[config.mk]
export PLATFORM = sky130hd
export DESIGN_NAME = bus_op_sequencer
export DESIGN_NICKNAME = d
export VERILOG_FILES = /design/src/rtl/bus_op_sequencer.sv
export SDC_FILE = /design/constraint.sdc
export NUM_CORES = 1
export LEC_CHECK = 0
export ABC_AREA = 1
export CORE_ASPECT_RATIO = 0.8
export CORE_MARGIN = 1.5
export CORE_UTILIZATION = 47
export DETAILED_ROUTE_END_ITERATION = 6
export GPL_TIMING_DRIVEN = 0
export PLACE_DENSITY = 0.82
export SYNTH_ARGS = -nofsm -noshare
export SYNTH_HDL_FRONTEND = slang
export SYNTH_SLANG_ARGS = --single-unit
[constraint.sdc]
create_clock -name Clock -period 1.5 [get_ports Clock]
set_input_delay 0.15 -clock Clock [delete_from_list [all_inputs] [get_ports Clock]]
set_output_delay 0.15 -clock Clock [all_outputs]
set_load 0.03 [all_outputs]
[src/rtl/bus_op_sequencer.sv]
// bus_op_sequencer: command-driven bus/register sequencer (LOAD/MOVE/SWAP/CLEAR over four registers plus temp)
module bus_op_sequencer #(
  parameter int n = 8
) (
  input  logic         Clock,
  input  logic         Resetn,
  input  logic         Start,
  input  logic [1:0]   Op,
  input  logic [1:0]   Rx,
  input  logic [1:0]   Ry,
  input  logic [n-1:0] Data,
  output logic [n-1:0] BusWires,
  output logic         Busy,
  output logic         Done,
  output logic [n-1:0] R0,
  output logic [n-1:0] R1,
  output logic [n-1:0] R2,
  output logic [n-1:0] R3
);
  typedef enum logic [1:0] {IDLE, S1, S2, S3} state_t;
  localparam logic [1:0] LOAD = 2'd0, MOVE = 2'd1, SWAP = 2'd2;
  state_t state, state_nx;
  logic [1:0] op_q, rx_q, ry_q;
  logic [n-1:0] data_q, t;
  logic [n-1:0] r [4];
  logic [3:0] r_ld;
  logic t_ld;
  logic accept;
  assign accept = state == IDLE && Start;
  always_ff @(posedge Clock or negedge Resetn)
    if (!Resetn) state <= IDLE;
    else state <= state_nx;
  always_comb
    state_nx = state == IDLE ? (Start ? S1 : IDLE) :
               state == S1   ? (op_q == SWAP ? S2 : IDLE) :
               state == S2   ? S3 : IDLE;
  always_comb begin
    Busy = state != IDLE;
    Done = (state == S1 && op_q != SWAP) || state == S3;
    BusWires = state == S1 ? (op_q == LOAD ? data_q : op_q == MOVE ? r[ry_q] : op_q == SWAP ? r[rx_q] : '0) :
               state == S2 ? r[ry_q] :
               state == S3 ? t : '0;
    t_ld = state == S1 && op_q == SWAP;
    // SWAP S3 writes the second operand; every other load targets the first
    r_ld = (state == S1 && op_q != SWAP) || state == S2 ? 4'b0001 << rx_q :
           state == S3 ? 4'b0001 << ry_q : 4'b0000;
  end
  always_ff @(posedge Clock or negedge Resetn)
    if (!Resetn) begin
      op_q <= '0;
      rx_q <= '0;
      ry_q <= '0;
      data_q <= '0;
    end else if (accept) begin
      op_q <= Op;
      rx_q <= Rx;
      ry_q <= Ry;
      data_q <= Data;
    end
  always_ff @(posedge Clock or negedge Resetn)
    if (!Resetn) begin
      r <= '{default: '0};
      t <= '0;
    end else begin
      for (int i = 0; i < 4; i++)
        if (r_ld[i]) r[i] <= BusWires;
      if (t_ld) t <= BusWires;
    end
  assign R0 = r[0];
  assign R1 = r[1];
  assign R2 = r[2];
  assign R3 = r[3];
endmodule

==> summary by stage, run 1 <==
Place
The routability congestion estimate is about 0.90. The number of I/O port buffers is between 50 and 60. The placed instances occupy a cell area of ~3800 sq um. The total half-perimeter wirelength after legalization and detailed placement is 6314 um. The pre-CTS setup slack is -0.7360 ns.

Global routing
The total track usage is about 29%. Entering global routing, the biggest net connects 32 pins. The total overflow left after global routing is 0. The initial antenna violation count is 0. The via count of the first global-routing pass came to between 3000 and 4000. The first global-routing pass estimated 15380 um of wire.

Clocking
The H-tree level count is 2. The maximum buffer depth of the clock tree is 2. In this run, CTS created clock tree buffers numbering 5. The clock reaches the later pin of the worst-skew pair after around 0.33 ns. The clock slew seen by the registers of the worst setup and hold paths is 0.12 ns. The clock tree from TritonCTS is yes. The cell sitting at the root of the clock tree is a sky130_fd_sc_hd__clkbuf_8. CTS saw 56 sinks.

Run
The count of max-cap constraint violations is 0.

Setup path
The start-to-end type of the worst setup path is reg -> out. STA classifies the critical path endpoint as an output pin. The worst setup path is launched from a register. In this run the worst path has a maximum fanout of 8. The start point of the critical path is rx_q[0]. The cell at the slowest stage of the critical path is sky130_fd_sc_hd__dfrtp_1. The critical path data required time is approximately 1.4 ns. The startpoint identified for the worst register-to-register timing path is ry_q[0].

Traced cell by cell, the critical path runs through buf_6 -> clkinvlp_4 -> nand3_2 -> nand3_2 -> o21bai_1 -> nand2_1 -> nand2_1 -> nand2_2 -> buf_6. The largest single stage delay on the critical path is between 0.3 and 0.4 ns. The signal arrival time at the worst endpoint is about 1.9 ns.

Run status
The final reports fail on setup timing. The run finished, with violations left.

Timing
After routing, the total negative slack on setup checks comes to -13.10 ns. For this run, the top clock speed supported by timing is roughly 500 MHz. The final cycle utilization of the critical path is 134.1%. Setup violations remaining at the end of the flow were counted as 48. Setup repair after global routing could not meet its margin everywhere. The pin slew with the least headroom to its limit is between 0.6 and 0.7 ns. For the finished layout, the period the worst path requires is roughly 2.0 ns.

The max-slew violation total from the final report is 0. The setup slack after layout is -0.5118 ns. The count of endpoints failing hold in the final timing report is 0. The setup skew after layout is approximately 0.017 ns. The worst slew margin relative to its limit is 58.07%.

Power and ir drop
VDD sags by at most 1.372 mV. Summed over all cells, the static leakage comes to 2.534 nW. The areal power density over the cells is approximately 2300 nW/um^2.

Synthesis
The synthesized instance count is 420. The simple-gate area share of the yosys netlist is between 30% and 40%. After synthesis, the largest family of logic cells by area is simple AND/OR/NAND/NOR gates.

The yosys synthesis warning count is 0. In the post-synthesis netlist, the biggest area contributors are sky130_fd_sc_hd__dfrtp_1 (45%), sky130_fd_sc_hd__nand2_1 (28%), sky130_fd_sc_hd__mux2_2 (2.9%). The xor/xnor cell area share of the yosys netlist is 0%.

Of the post-synthesis cell area, the part taken by muxes is under 10%. Summing every instance area after synthesis gives 3087 sq um. Summing the areas of all compound-gate instances in the mapped netlist gives 9.607% of the synthesized area. The synthesized flop and latch total is 56. The number of distinct library cell variants in the gate-level netlist after synthesis is 25. The register area share after synthesis is a little under half. The top cell type by area accounts for 45.40% of the synthesized area. The largest total area in the synthesized netlist belongs to sky130_fd_sc_hd__dfrtp_1. The average instance in the mapped netlist occupies between 7 and 8 sq um. After Yosys synthesis, full adders, half adders and majority gates account for 0% of the synthesized area. Synthesis produced a netlist with a net count of 437.

Routing
The count of vias placed by the detailed router is ~3400. After detailed routing, the number of vias per cell comes to about 5.6. The number of DRC markers in iteration 0 is between 300 and 400. The average detailed-routed wire length per instance is between 15 and 20 um. The total wire length is between 10000 and 15000 um. In the routed design, unresolved DRC markers number 0. Once detail routing completed, the nets flagged for antenna violations numbered 0. The first detailed-routing pass ran for 5 iterations.

Floorplanning
The top-level port count is 59. The area of the die is ~7100 sq um. The die is between 90 and 100 um wide. The area of the core is approximately 6400 sq um. The initial core utilization is about half. The die height is 75.49 um. Row generation in the floorplan step produced 26 rows.

Min path
The class of the worst hold path is in -> async.

Cells and area
The filler cell count is around 460. The area growth from synthesis to layout is 52.05%. The antenna diode count is 0. Summing all non-filler instances in the final layout gives an area of roughly 4700 sq um. The share of final-layout standard cells stronger than drive strength 1 is between 30% and 40%. The final layout contains approximately 550 nets.
## layout by cell type, fill, tap and decap left out, types with 2 or more instances in the layout
cell                              count
sky130_fd_sc_hd__nand3_4              2
sky130_fd_sc_hd__o21ai_2              3
sky130_fd_sc_hd__nand2_1            178
sky130_fd_sc_hd__clkbuf_8             7
sky130_fd_sc_hd__a21oi_2              2
sky130_fd_sc_hd__nand2_4             14
sky130_fd_sc_hd__nor2_4               6
sky130_fd_sc_hd__inv_1               16
sky130_fd_sc_hd__inv_2                3
sky130_fd_sc_hd__buf_2                3
sky130_fd_sc_hd__nor2_2               4
sky130_fd_sc_hd__a21oi_1             13
sky130_fd_sc_hd__a21boi_2             3
sky130_fd_sc_hd__nor2_1              13
sky130_fd_sc_hd__inv_4                6
sky130_fd_sc_hd__buf_6               28
sky130_fd_sc_hd__mux2_2               8
sky130_fd_sc_hd__nand2_2             51
sky130_fd_sc_hd__o21ai_0              4
sky130_fd_sc_hd__dfrtp_2              2
sky130_fd_sc_hd__dlygate4sd2_1       32
sky130_fd_sc_hd__buf_12               6
sky130_fd_sc_hd__clkdlybuf4s50_1     15
sky130_fd_sc_hd__o21ai_1              8
sky130_fd_sc_hd__nand3_2              4
sky130_fd_sc_hd__buf_4               26
sky130_fd_sc_hd__o21ai_4              4
sky130_fd_sc_hd__dfrtp_1             54
sky130_fd_sc_hd__a22oi_1              4
## where the power goes
part           total [mW]  internal, mW  switching (mW)
combinational        6.86          2.62            4.25
sequential           2.96          2.21           0.747
clock                1.12         0.591           0.531
total                10.9          5.42            5.52
## flip-flops by register name, summed over array words and instances, names as in the netlist, named ones only
name / count
data_q: 8
R3: 8
R1: 8
op_q: 2
R0: 8
state: 1
rx_q: 2
R2: 8
ry_q: 2
t: 8
## worst paths after layout
check	end	slack [ns]	depth (start not counted)
max reg2reg	t[5]	-0.35	14
min in group Clock	data_q[3]	0.41	3
min reg2reg	t[2]	0.50	2
min	rx_q[1]	0.36	2
max	BusWires[3]	-0.51	9
max in group asynchronous	R0[0]	0.53	3
## Yosys cell counts, drive strengths merged
library cell  count
nand4             1
dfrtp            56
nand2           243
clkinv            1
nand3             7
inv              28
a21oi            16
a22oi             5
nor2             24
mux2              8
a21boi            3
o21bai            1
o21ai            19
a32oi             1
buf               7
## kinds of logic after synthesis
| logic type | count (synthesis) |
|---|---|
| muxes | 8 |
| and+or+nand+nor | 275 |
| DFF | 56 |
| AOI/OAI and AO/OA | 45 |
| buffers and inverters | 36 |
## stage by stage
step                      total power [mW]  hold slack, ns  cells  util [%]
after detailed placement             8.002          0.1930    563     59.42
after global placement               7.885          0.4634    562     59.18
final                                10.94          0.3635    616     73.61
after CTS                            9.892          0.3993    599     68.62
after floorplan                      6.104         -0.1456    420         -
after global routing                 11.45          0.4281    616     73.61
## per-layer routing
layer / wire (um) / track usage (%) / part of all wire, %
met4: 408 / 10.78 / 3.7
met5: 0 / 0 / 0
met1: 4152 / 37.40 / 38
met3: 982 / 3.892 / 8.9
met2: 5473 / 49.36 / 50
## cell type report
type / count / area (sq um) / area share [%]
Multi-Input combinational cell: 328 / 1833 / 39.06
Timing Repair Buffer: 104 / 1021 / 21.75
Tap cell: 84 / 105.1 / 2.239
Inverter: 29 / 138.9 / 2.959
Sequential cell: 56 / 1404 / 29.91
Clock buffer: 7 / 96.34 / 2.053
Buffer: 7 / 65.06 / 1.386
Clock inverter: 1 / 30.03 / 0.6398
## critical path, delay by kind of cell, from the launching register on
kind / cells / cell delay [ns]
AO/OA/AOI/OAI: 1 / 0.14
buffers and inverters: 3 / 0.51
flip-flops: 1 / 0.36
AND/OR/NAND/NOR: 5 / 0.51
## what timing repair did
item | CTS | global route
gates cloned | 1 | 0
gates resized for setup | 180 | 58
endpoints found under the hold margin | 25 | 0
endpoints found under the setup margin | 83 | 49
hold buffers | 1 | 0
pin swaps | 33 | 37
buffers inserted | 26 | 18
Note: power is estimated with default switching activity, not from simulation.
==> inputs of run 2 (changes only) <==
Settings changed: GPL_TIMING_DRIVEN 0 to default.
==> summary by stage, run 2 (synthesis gave the netlist of run 1 again) <==
Global routing
The via count of the first global-routing pass is slightly above 3000. The total track usage is ~28%. The first global-routing pass estimated ~15000 um of wire.

After global routing the overflow that remains totals 0. Entering global routing, the biggest net connects 57 pins. The initial antenna violation count came to 0.

Floorplanning
The die height is about 75 um. The row count is 26. The x dimension of the die is 93.61 um. The floorplan step defined a core boundary enclosing 6376 sq um. The area of the die is approximately 7100 sq um. Once the floorplan was initialized, standard cells occupied between 40% and 50% of the core. In this run the count of I/O pins placed on the die edge is just under 60.

Clocking
The clock slew seen by the registers of the worst setup and hold paths is approximately 0.10 ns. The number of buffers inserted during clock tree synthesis is 5. The clock reaches the later pin of the worst-skew pair after 0.32 ns. The H-tree level count is 2. TritonCTS built the clock tree. The maximum buffer depth of the clock tree is 2. The clock net in this run drives a total of 56 sinks. The clock root buffer master is sky130_fd_sc_hd__clkbuf_8.

Routing
In the routed design, unresolved DRC markers number 0. The top layer reached by signal wires is met4. The total wire length is 9727 um. Dividing the detail-routed wire length by the instance count gives around 16 um.

After detailed routing, the met2 layer carries approximately 4800 um of wire. Detailed routing placed a total of 541 um of wire on met3. In the final routing, the length of wire on met1 measures 4116 um. After detailed routing, the number of vias per cell comes to approximately 5.3.

For this block, the initial DRC count from the detailed router was ~200. The post-detailed-route count of antenna-violating nets is 0. The first TritonRoute pass finished after 4 iterations.

Detailed routing inserted a total of ~3200 vias.

Setup path
The worst setup path is of the reg -> out kind. The maximum fanout count along the critical path is 6. The most critical setup path has its startpoint at ry_q[0].

The critical path data required time is around 1.4 ns. The signal arrival time at the worst endpoint is 1.72 ns. Following the worst setup path forward leads to its endpoint at BusWires[3]. The worst-case reg-to-reg path depth is 11. The startpoint of the worst register-to-register path is ry_q[0]. The endpoint of the worst-slack reg-to-reg timing path is R2[7]. The sort of element at the end of the critical path is an output pin. The register-to-register setup slack is -0.17 ns. The element type at the critical path start is a register.

Timing
For the pin with the worst max-slew slack, the measured transition is 0.3309 ns. The worst hold slack is 0.3408 ns. The final cycle utilization of the critical path is 124.9%. The highest attainable clock frequency is 533.7 MHz.

The max-slew violation total from the final report was 0. The smallest clock period supported by the final layout is computed as roughly 1.9 ns. In the final timing run, aggregate negative setup slack is -6.618 ns.

Setup repair after global routing could not meet its margin everywhere. Headroom to the max-slew limit came out at 78.03%. The setup slack after layout is -0.3739 ns.

The setup skew after layout is about 0.011 ns. The count of endpoints failing hold in the final timing report is 0. Setup violations remaining at the end of the flow were counted as 48.

Cells and area
Summing all non-filler instances in the final layout gives an area of 4546 sq um. After filler insertion, the fill cell instance count of the layout stands at about 550. The area growth from synthesis to layout is 47.26%. The post-layout instance count excluding filler cells is slightly above 600. The library cells used most frequently in the layout, excluding fill and tap cells, are sky130_fd_sc_hd__nand2_1 (186), sky130_fd_sc_hd__dfrtp_1 (51), sky130_fd_sc_hd__nand2_2 (46). Summing all flip-flop and latch instances after layout gives 1408 sq um. Leaving out fill and tap cells, the most frequent cell in the layout is sky130_fd_sc_hd__nand2_1. The number of nets in the finished design is 550. The repair_antennas step left the layout with diodes totalling 0. The area occupied by multi-input gates is about 1800 sq um. The share of final-layout standard cells stronger than drive strength 1 is 34.08%. For this run, the share of the core covered by cells in the final layout is a little under three quarters.

Power and ir drop
The final total power is roughly 10 mW. Summed over all cells, the static leakage comes to 2.529 nW. Dividing total power by cell area gives a power density of around 2300 nW/um^2. The worst IR drop on VDD is ~1.1 mV.

Place
The count of buffers added on input and output ports is 58. Once placement finished, the instance area stood at about 4000 sq um. The total placed cells including tap cells is 591.

Once detailed placement completed, the half-perimeter wirelength came to between 6000 and 7000 um. OpenSTA, run right after detailed placement, puts the worst setup slack at -0.2289 ns. The routability congestion estimate is approximately 0.95.

Run status
The final reports fail on setup timing. The run finished, with violations left.

Min path
The path class of the tightest hold or removal check is in -> async.

Run
The count of max-cap constraint violations is 0.
[run 2: where the power goes]
part           total [mW]  switching [mW]  internal (mW)  leakage, nW
clock network       0.877           0.498          0.378       0.0455
logic                6.35            3.86           2.49         1.75
registers            3.02           0.800           2.22        0.733
[run 2: worst max-delay path, cell delays in order (launching register included)]
cell and delay, ns:
sky130_fd_sc_hd__dfrtp_2 0.48, sky130_fd_sc_hd__buf_4 0.17, sky130_fd_sc_hd__nor2_4 0.15, sky130_fd_sc_hd__nand2_2 0.07, sky130_fd_sc_hd__nand3_2 0.10, sky130_fd_sc_hd__nand2_1 0.06
sky130_fd_sc_hd__nand2_1 0.07, sky130_fd_sc_hd__nand2_1 0.06, sky130_fd_sc_hd__nand2_2 0.10, sky130_fd_sc_hd__buf_6 0.14
[run 2: repair_timing]
action	4_1_cts	5_1_grt
hold buffers	1	0
setup endpoints to repair	80	48
hold endpoints to repair	56	0
pin swaps	16	31
setup buffers	12	9
resized for setup	95	59
[run 2: layout make-up]
cell class	count	area share, %
multi-input combinational	328	38.78
sequential	56	30.97
timing repair buffer	113	23.20
inverter	29	2.753
tap	84	2.312
clock buffer	8	1.982
[run 2: worst min path at each step]
stage	from	to	slack, ns	cells past startpoint
3_3_place_gp	Resetn	data_q[4]	0.17	2
3_5_place_dp	Resetn	data_q[5]	0.17	2
5_1_grt	Resetn	R3[6]	0.38	3
6_report	Resetn	R3[6]	0.34	3
4_1_cts	Resetn	data_q[5]	0.38	3
2_1_floorplan	Resetn	R0[0]	-0.15	0
[run 2: layer usage]
layer  GRT usage [%]  up-vias
li1                -     1533
met1           35.40     1572
met2           49.03      121
met3           4.591       23
met4           11.77        0
met5               0        -
==> inputs of run 3 (changes only) <==
Settings changed: CELL_PAD_IN_SITES_DETAIL_PLACEMENT from default to 0, CELL_PAD_IN_SITES_GLOBAL_PLACEMENT from default to 1, CORE_UTILIZATION 47 to 37, GPL_ROUTABILITY_DRIVEN from default to 0, MAX_ROUTING_LAYER from default to met4, PLACE_DENSITY 0.82 to 0.88.
==> summary by stage, run 3 (synthesis gave the netlist of run 1 again) <==
Run status
The flow ran to the end, but the final reports show violations. The final reports fail on setup timing.

Floorplanning
After floorplanning, the core was sized to cover 8019 sq um. The x dimension of the die is 105.1 um. The area of the die is between 8000 and 9000 sq um. The top-level port count is 59.

The floorplan has 29 rows. Once the floorplan was initialized, standard cells occupied between 30 and 40% of the core. Measured along the y axis, the die boundary spans between 80 and 90 um.

Timing
The highest attainable clock frequency is about 530 MHz. The count of endpoints failing hold in the final timing report is 0. After layout, the worst setup slack is -0.3991 ns.

The final cycle utilization of the critical path is 126.6%. The pin slew with the least headroom to its limit is 0.3200 ns. The worst slew margin relative to its limit is 78.75%.

Setup repair after global routing could not meet its margin everywhere. The number of setup violations in the final report is 48. The worst path in the final design needs a cycle of between 1.5 and 2 ns, including I/O delays and setup. The setup skew after layout is 0.009967 ns. The max-slew violation total from the final report was 0.

Clocking
In this run the clock root is driven by a sky130_fd_sc_hd__clkbuf_8. The clock tree from TritonCTS is yes. Clock latency on the worst-skew pair, taken at its later pin, is 0.32 ns. No sink is reached through more buffers than the 2 on the longest clock path.

The clock slew seen by the registers of the worst setup and hold paths is 0.10 ns. In this run, CTS created clock tree buffers numbering 5. The H-tree was split into 2 levels.

Counting every sink on the clock net gives 56.

Routing
The pre-antenna-repair detailed-routing pass consisted of 4 iterations. The number of DRC markers in iteration 0 is 187. The post-detailed-route count of antenna-violating nets is 0. In the final routed layout, each cell accounts on average for ~15 um. After detailed routing, the total wire length is approximately 10000 um. The routed layout has roughly 3200 vias. The total DRC errors in the routed layout is 0. The average via count per standard cell is approximately 5.0.

Cells and area
After the last flow step, the layout net total stands at between 500 and 600. The top cell types in the final layout, fill and taps aside, are sky130_fd_sc_hd__nand2_1 (187), sky130_fd_sc_hd__dfrtp_1 (51), sky130_fd_sc_hd__nand2_2 (45). The antenna diode count is 0. The post-route netlist has between 30 and 40% of its cells at a drive strength greater than 1. The area growth from synthesis to layout is 54.56%. Once layout is complete, the cells apart from fillers number 648.

The library cell used most frequently in the layout, excluding fill and tap cells, is sky130_fd_sc_hd__nand2_1.

Global routing
The total track usage is a little under a quarter. The total overflow left after global routing is 0. The via count of the first global-routing pass was 3243. The pin count of the biggest net entering global routing is between 50 and 60. The initial antenna violation count is 0. The first-pass GRT wire length is roughly 16000 um.

Setup path
The sort of element at the end of the critical path is an output pin. By startpoint and endpoint, the worst setup path is classified as reg -> out. At the worst endpoint, the required time is between 1 and 1.5 ns.

In this run the critical register-to-register path is launched from rx_q[0]. The worst-case reg-to-reg path depth is 12. The maximum fanout count along the critical path is 7. The start point of the critical path is rx_q[0].

In this run the critical register-to-register path is captured at R2[3]. The element type at the critical path start is a register. The register-to-register setup slack is -0.24 ns.

The signal arrival time at the worst endpoint is about 1.8 ns.

Place
The pre-CTS setup slack is -0.1041 ns. The number of I/O port buffers is just under 60. The total placed cells including tap cells is 616. The wire-length estimate of the detail-placed layout is 6696 um.

Power and ir drop
The final total power is ~11 mW. The worst IR drop on VDD is about 1.2 mV. Summed over all cells, the static leakage comes to about 2.6 nW. The areal power density over the cells is ~2200 nW/um^2.

Min path
The min-delay analysis places its worst path in the category in -> async.

Run
The count of max-cap constraint violations is 0.
==> run 3: power breakdown <==
part           switching (mW)  total (mW)  internal (mW)
registers               0.836        3.06           2.22
logic                    3.95        6.79           2.84
clock network           0.496       0.831          0.335
==> run 3: worst max-delay path by stage <==
stage	to	cells past startpoint
finish	BusWires[3]	9
global route	BusWires[3]	9
CTS	BusWires[3]	9
detailed placement	BusWires[7]	7
global placement	BusWires[7]	8
floorplan	R0[1]	9
==> run 3: timing repair <==
item	in CTS	in global routing
pin swaps	42	17
setup buffers	17	7
gates cloned	1	2
setup endpoints to repair	76	48
gates resized for setup	122	43
endpoints found under the hold margin	56	0
hold buffers	1	0
==> run 3: area by class of cell <==
class	instances	area [sq um]
clock buffer	7	76.32
clock inverter	1	8.758
fill	731	3248
inverter	29	130.1
multi-input combinational	328	1812
sequential	56	1408
tap	108	135.1
timing repair buffer	119	1201
==> run 3: worst max-delay path: stages, from the launching register on <==
cell and delay, ns:
sky130_fd_sc_hd__dfrtp_2 0.49, sky130_fd_sc_hd__buf_6 0.17, sky130_fd_sc_hd__nor2_4 0.05, sky130_fd_sc_hd__nand2_2 0.06, sky130_fd_sc_hd__nand3_2 0.10, sky130_fd_sc_hd__o21bai_1 0.17
sky130_fd_sc_hd__nand2_1 0.08, sky130_fd_sc_hd__nand2_1 0.07, sky130_fd_sc_hd__nand2_2 0.09, sky130_fd_sc_hd__buf_6 0.16
==> run 3: per-stage QoR <==
stage	utilization [%]	instance area, sq um	TNS [ns]	hold slack, ns
3_3_place_gp	50.83	4076	-0.4409	-0.05140
6_report	59.49	4771	-7.758	0.1545
5_1_grt	59.49	4771	-11.87	0.1495
3_5_place_dp	50.83	4076	-0.9952	-0.04837
4_1_cts	56.94	4566	-6.380	0.1478
2_1_floorplan	-	3088	0	-0.1456
==> run 3: per-layer routing <==
metal / global-route usage, % / share of wire, % / up-vias
met5: - / 0 / -
met4: 5.978 / 1.7 / 0
met3: 4.581 / 7.1 / 15
met2: 37.55 / 48 / 120
met1: 31.08 / 44 / 1536
li1: - / - / 1552
